**config.mk**
```make
export PLATFORM = sky130hd
export DESIGN_NAME = demux_1b_sipo
export DESIGN_NICKNAME = d
export VERILOG_FILES = /design/src/rtl/demux_1b_sipo.sv
export SDC_FILE = /design/constraint.sdc
export NUM_CORES = 1
export LEC_CHECK = 0
export BUFFER_PORTS_ARGS = -buffer_cell sky130_fd_sc_hd__buf_2
export CAP_MARGIN = 20
export CORE_MARGIN = 2
export CORE_UTILIZATION = 40
export CTS_CLUSTER_SIZE = 20
export DETAILED_ROUTE_END_ITERATION = 7
export GPL_TIMING_DRIVEN = 0
export SYNTH_ARGS = -nofsm -noshare
export SYNTH_HDL_FRONTEND = slang
export SYNTH_SLANG_ARGS = --single-unit
```
**constraint.sdc**
```tcl
create_clock -name clk -period 2.8 [get_ports clk]
set_input_delay 0.14 -clock clk [delete_from_list [all_inputs] [get_ports clk]]
set_output_delay 0.14 -clock clk [all_outputs]
set_load 0.005 [all_outputs]
```
**src/rtl/demux_1b_sipo.sv**
```systemverilog
// Bit-serial to parallel capture: each accepted bit is written (demuxed, not
// shifted) into the next position of a WIDTH-bit word. The completed word is
// offered on a valid/ready port. in_ready is low while the word is held.
module demux_1b_sipo #(
  parameter int unsigned WIDTH     = 16,
  parameter bit          LSB_FIRST = 1'b1
) (
  input  logic                     clk,
  input  logic                     rst,
  input  logic                     flush,
  input  logic                     in_bit,
  input  logic                     in_valid,
  output logic                     in_ready,
  output logic [WIDTH-1:0]         out_word,
  output logic                     out_valid,
  input  logic                     out_ready,
  output logic [$clog2(WIDTH)-1:0] bit_count
);

  localparam int unsigned CW = $clog2(WIDTH);
  localparam logic [CW-1:0] LastIdx = CW'(WIDTH - 1);

  typedef enum logic [0:0] {StCollect, StFull} state_e;

  state_e            state_q, state_d;
  logic [CW-1:0]     count_q, count_d;
  logic [WIDTH-1:0]  word_q, word_d;
  logic [CW-1:0]     wr_idx;

  // Bit position written by the current accept.
  always_comb begin
    wr_idx = LSB_FIRST ? count_q : (LastIdx - count_q);
  end

  // Next-state: flush aborts everything; otherwise collect bits or wait for transfer.
  always_comb begin
    state_d = state_q;
    count_d = count_q;
    word_d  = word_q;
    if (flush) begin
      // The word register is deliberately left as-is; only the handshake state is dropped.
      state_d = StCollect;
      count_d = '0;
    end else begin
      unique case (state_q)
        StCollect: begin
          if (in_valid) begin
            word_d[wr_idx] = in_bit;
            if (count_q == LastIdx) begin
              count_d = '0;
              state_d = StFull;
            end else begin
              count_d = count_q + CW'(1);
            end
          end
        end
        StFull: begin
          if (out_ready) begin
            state_d = StCollect;
          end
        end
        default: state_d = StCollect;
      endcase
    end
  end

  // State registers with synchronous active-high reset.
  always_ff @(posedge clk) begin
    if (rst) begin
      state_q <= StCollect;
      count_q <= '0;
      word_q  <= '0;
    end else begin
      state_q <= state_d;
      count_q <= count_d;
      word_q  <= word_d;
    end
  end

  // Outputs come straight from registers; no input-to-output path.
  always_comb begin
    out_valid = (state_q == StFull);
    in_ready  = (state_q == StCollect);
    out_word  = word_q;
    bit_count = count_q;
  end

endmodule

```
==> tab_implementation.tex <==
\begin{tabular}{lr}
\hline
Metric & Value \\
\hline
\multicolumn{2}{l}{\textbf{Timing}} \\
\quad Final clock period utilization by the worst path & 47.5\% \\
\quad RSZ-0062 raised after global routing & false \\
\quad Final Slew Violations & 0 \\
\quad Max frequency & 752 MHz \\
\quad Fin crit period & 1.33 ns \\
\quad Worst slew margin & 80.2\% \\
\quad Setup clock skew after layout & 0.00240 ns \\
\quad Final-report setup violation count & 0 \\
\quad Slew at the pin with the worst max-slew slack & 0.297 ns \\
\quad Endpoints failing hold & 0 \\
\quad Setup TNS after final layout & 0 ns \\
\multicolumn{2}{l}{\textbf{Final layout}} \\
\quad Final \#Nets & 148 \\
\quad Fill cell total of the finished layout & 244 \\
\quad Layout overhead on the synthesized area & 19.1\% \\
\quad Fraction of final layout cells with drive strength greater than 1 & 30.7\% \\
\quad Fin util & 50.1\% \\
\quad Final instance area & 0.00124 mm\^{}2 \\
\quad Final antenna diode count & 0 \\
\multicolumn{2}{l}{\textbf{Pwr}} \\
\quad Power Total & 484 uW \\
\quad P\_leak & 0.613 nW \\
\quad Power density normalized to cell area & 390 mW/mm\^{}2 \\
\quad Peak supply drop & 0.232 mV \\
\multicolumn{2}{l}{\textbf{Setup path}} \\
\quad Required time at the endpoint of the critical path & 2.98 ns \\
\quad Endpoint class of the critical path & flip-flop \\
\quad Worst path arrival time & 1.51 ns \\
\quad Crit Path Class & reg -> reg \\
\quad Critical path fanouts, max & 6 \\
\quad Critical path launch point type & flip-flop \\
\multicolumn{2}{l}{\textbf{CTS}} \\
\quad Maximum buffer depth of the clock tree & 2 \\
\quad H-tree Lvls & 1 \\
\quad TritonCTS clock tree & yes \\
\quad Hold buffer count at cts & 0 \\
\quad Clock latency on the worst-skew pair & 0.30 ns \\
\quad Cts bufs inserted & 3 \\
\quad CTS root buf & clkbuf\_4 \\
\quad Clock edge transition at the registers on the reported setup and hold paths & 0.12 ns \\
\quad Gates resized, CTS repair & 0 \\
\quad Number of clock sinks seen by CTS & 21 \\
\quad Setup bufs post-CTS & 0 \\
\multicolumn{2}{l}{\textbf{Floorplanning}} \\
\quad Area of the die & 0.00303 mm\^{}2 \\
\quad Effective utilization at floorplan & 42.1\% \\
\quad Core Footprint & 0.00248 mm\^{}2 \\
\quad Die X & 55.0 um \\
\quad Vertical die dimension & 55.0 um \\
\quad I/O pin count & 28 \\
\quad Count of standard-cell rows & 18 \\
\multicolumn{2}{l}{\textbf{Global routing}} \\
\quad GRT Resource Usage Total & 15.7\% \\
\quad Initial antenna violation count & 0 \\
\quad Largest net degree at the start of global routing & 12 \\
\quad Global-route wire length before repair & 3360 um \\
\quad Global-route congestion overflow total & 0 \\
\quad Number of global-route vias before repair & 749 \\
\multicolumn{2}{l}{\textbf{Logic synthesis}} \\
\quad Post-synth top area share & 40.3\% \\
\quad Number of flip-flops and latches in the synthesized netlist & 21 \\
\quad Synthesized cell area & 0.00104 mm\^{}2 \\
\quad Post-synthesis async set-or-reset flop share & 0\% \\
\quad Yosys warning total & 0 \\
\quad Sequential-to-total area share from yosys stat & 40.3\% \\
\quad EDFF count, synth & 0 \\
\quad Cell type with the largest total area after synthesis & dfxtp\_1 \\
\quad Most instantiated library cell after synthesis & dfxtp\_1 \\
\quad Primary flip-flop cell chosen by synthesis mapping & dfxtp\_1 \\
\quad Syn Inst Count & 106 \\
\quad Synthesized area per cell & 9.83 um\^{}2 \\
\quad Net count of the mapped netlist & 116 \\
\quad Commonest cells in the netlist & dfxtp\_1 (21), nand2b\_1 (19), mux2i\_1 (17) \\
\quad Unique cell type count in the Yosys netlist & 24 \\
\quad Ranking of synthesized cells by area & dfxtp\_1 (40\%), mux2i\_1 (16\%), nand2b\_1 (11\%) \\
\multicolumn{2}{l}{\textbf{Place}} \\
\quad Routability congestion estimate from global placement & 0.807 \\
\quad Number of buffers inserted by port buffering & 27 \\
\quad DP HPWL & 1470 um \\
\quad Post-DP Area & 0.00121 mm\^{}2 \\
\multicolumn{2}{l}{\textbf{Run}} \\
\quad Number of max-cap violations & 0 \\
\multicolumn{2}{l}{\textbf{Drt}} \\
\quad Avg WL per Cell & 11.8 um \\
\quad WL final & 1970 um \\
\quad Remaining design rule violation count & 0 \\
\quad Number of violations reported at the end of detailed-routing iteration 0 & 14 \\
\quad Drt pass-1 iters & 4 \\
\quad Average via count per standard cell & 4.87 \\
\quad Number of nets still failing antenna checks after routing & 0 \\
\quad Total via count in the routed design & 814 \\
\multicolumn{2}{l}{\textbf{Outcome}} \\
\quad Result of the run & finished clean \\
\multicolumn{2}{l}{\textbf{Worst hold path}} \\
\quad Classification of the worst-slack hold path & in -> reg \\
\hline
\end{tabular}
==> flip-flops by register name, summed over array words and instances (netlist names) <==
signal / flops
out_word: 16
bit_count: 4
out_valid: 1
==> kinds of logic after synthesis <==
kind of cell	Yosys count	share of synthesized area [%]
flip-flops	21	40.3
multiplexers	17	16.3
buffers and inverters	9	4.56
adder cells (fa/ha/maj)	4	4.80
AO/OA/AOI/OAI	5	2.40
XOR/XNOR	1	0.840
AND/OR/NAND/NOR	49	30.7
==> worst max-delay path: stages (launching register included) <==
cell	delay [ns]
dfxtp_1	0.44
ha_1	0.22
and3b_1	0.16
buf_2	0.17
nand2_1	0.09
mux2i_1	0.13
==> cell type report <==
type                            instances  area [um^2]  area share [%]
Clock buffer                            4         26.3            2.12
Tap cell                               30         37.5            3.02
Inverter                                3         11.3           0.907
Timing Repair Buffer                   27          135            10.9
Sequential cell                        21          420            33.9
Buffer                                  6         36.3            2.92
Multi-Input combinational cell         76          574            46.3
==> per-stage QoR <==
| stage | hold WS, ns | setup slack (ns) | cells |
|---|---|---|---|
| 2_1_floorplan | 0.320 | 1.62 | 106 |
| 3_3_place_gp | 0.408 | 1.51 | 163 |
| 3_5_place_dp | 0.418 | 1.48 | 163 |
| 4_1_cts | 0.0808 | 1.46 | 167 |
| 5_1_grt | 0.0852 | 1.37 | 167 |
| 6_report | 0.0918 | 1.47 | 167 |
==> routing by layer <==
metal	GRT usage, %	routed length [um]	up-vias
li1	-	-	418
met1	21.9	1010	375
met2	23.6	849	19
met3	2.42	89	2
met4	7.32	15	0
met5	0	0	-
==> path summary, 6_finish.rpt <==
| kind | start | slack (ns) | cells past startpoint | to |
|---|---|---|---|---|
| hold / removal | out_ready | 0.09 | 3 | out_valid |
| hold reg to reg | out_word[4] | 0.48 | 2 | out_word[4] |
| setup / recovery | bit_count[1] | 1.47 | 5 | out_word[11] |
| setup reg to reg | bit_count[1] | 1.47 | 5 | out_word[11] |
==> layout by cell type, fill, tap and decap left out, types with 2 or more instances in the layout <==
master / instances
ha_1: 4
buf_2: 29
dfxtp_1: 21
nand3_1: 12
clkbuf_4: 3
inv_1: 3
nand3_2: 3
and3b_1: 2
clkbuf_1: 3
a21oi_1: 4
nor2_1: 2
nand2b_1: 19
nand2_1: 4
mux2i_1: 17
==> report_power, final <==
| part | switching (mW) | internal, mW | total (mW) | leakage, nW |
|---|---|---|---|---|
| sequential | 0.00185 | 0.301 | 0.302 | 0.169 |
| combinational | 0.0202 | 0.0162 | 0.0364 | 0.428 |
| clock | 0.0903 | 0.0555 | 0.146 | 0.0150 |
| total | 0.112 | 0.372 | 0.484 | 0.613 |
(Power assumes the default switching activity.)
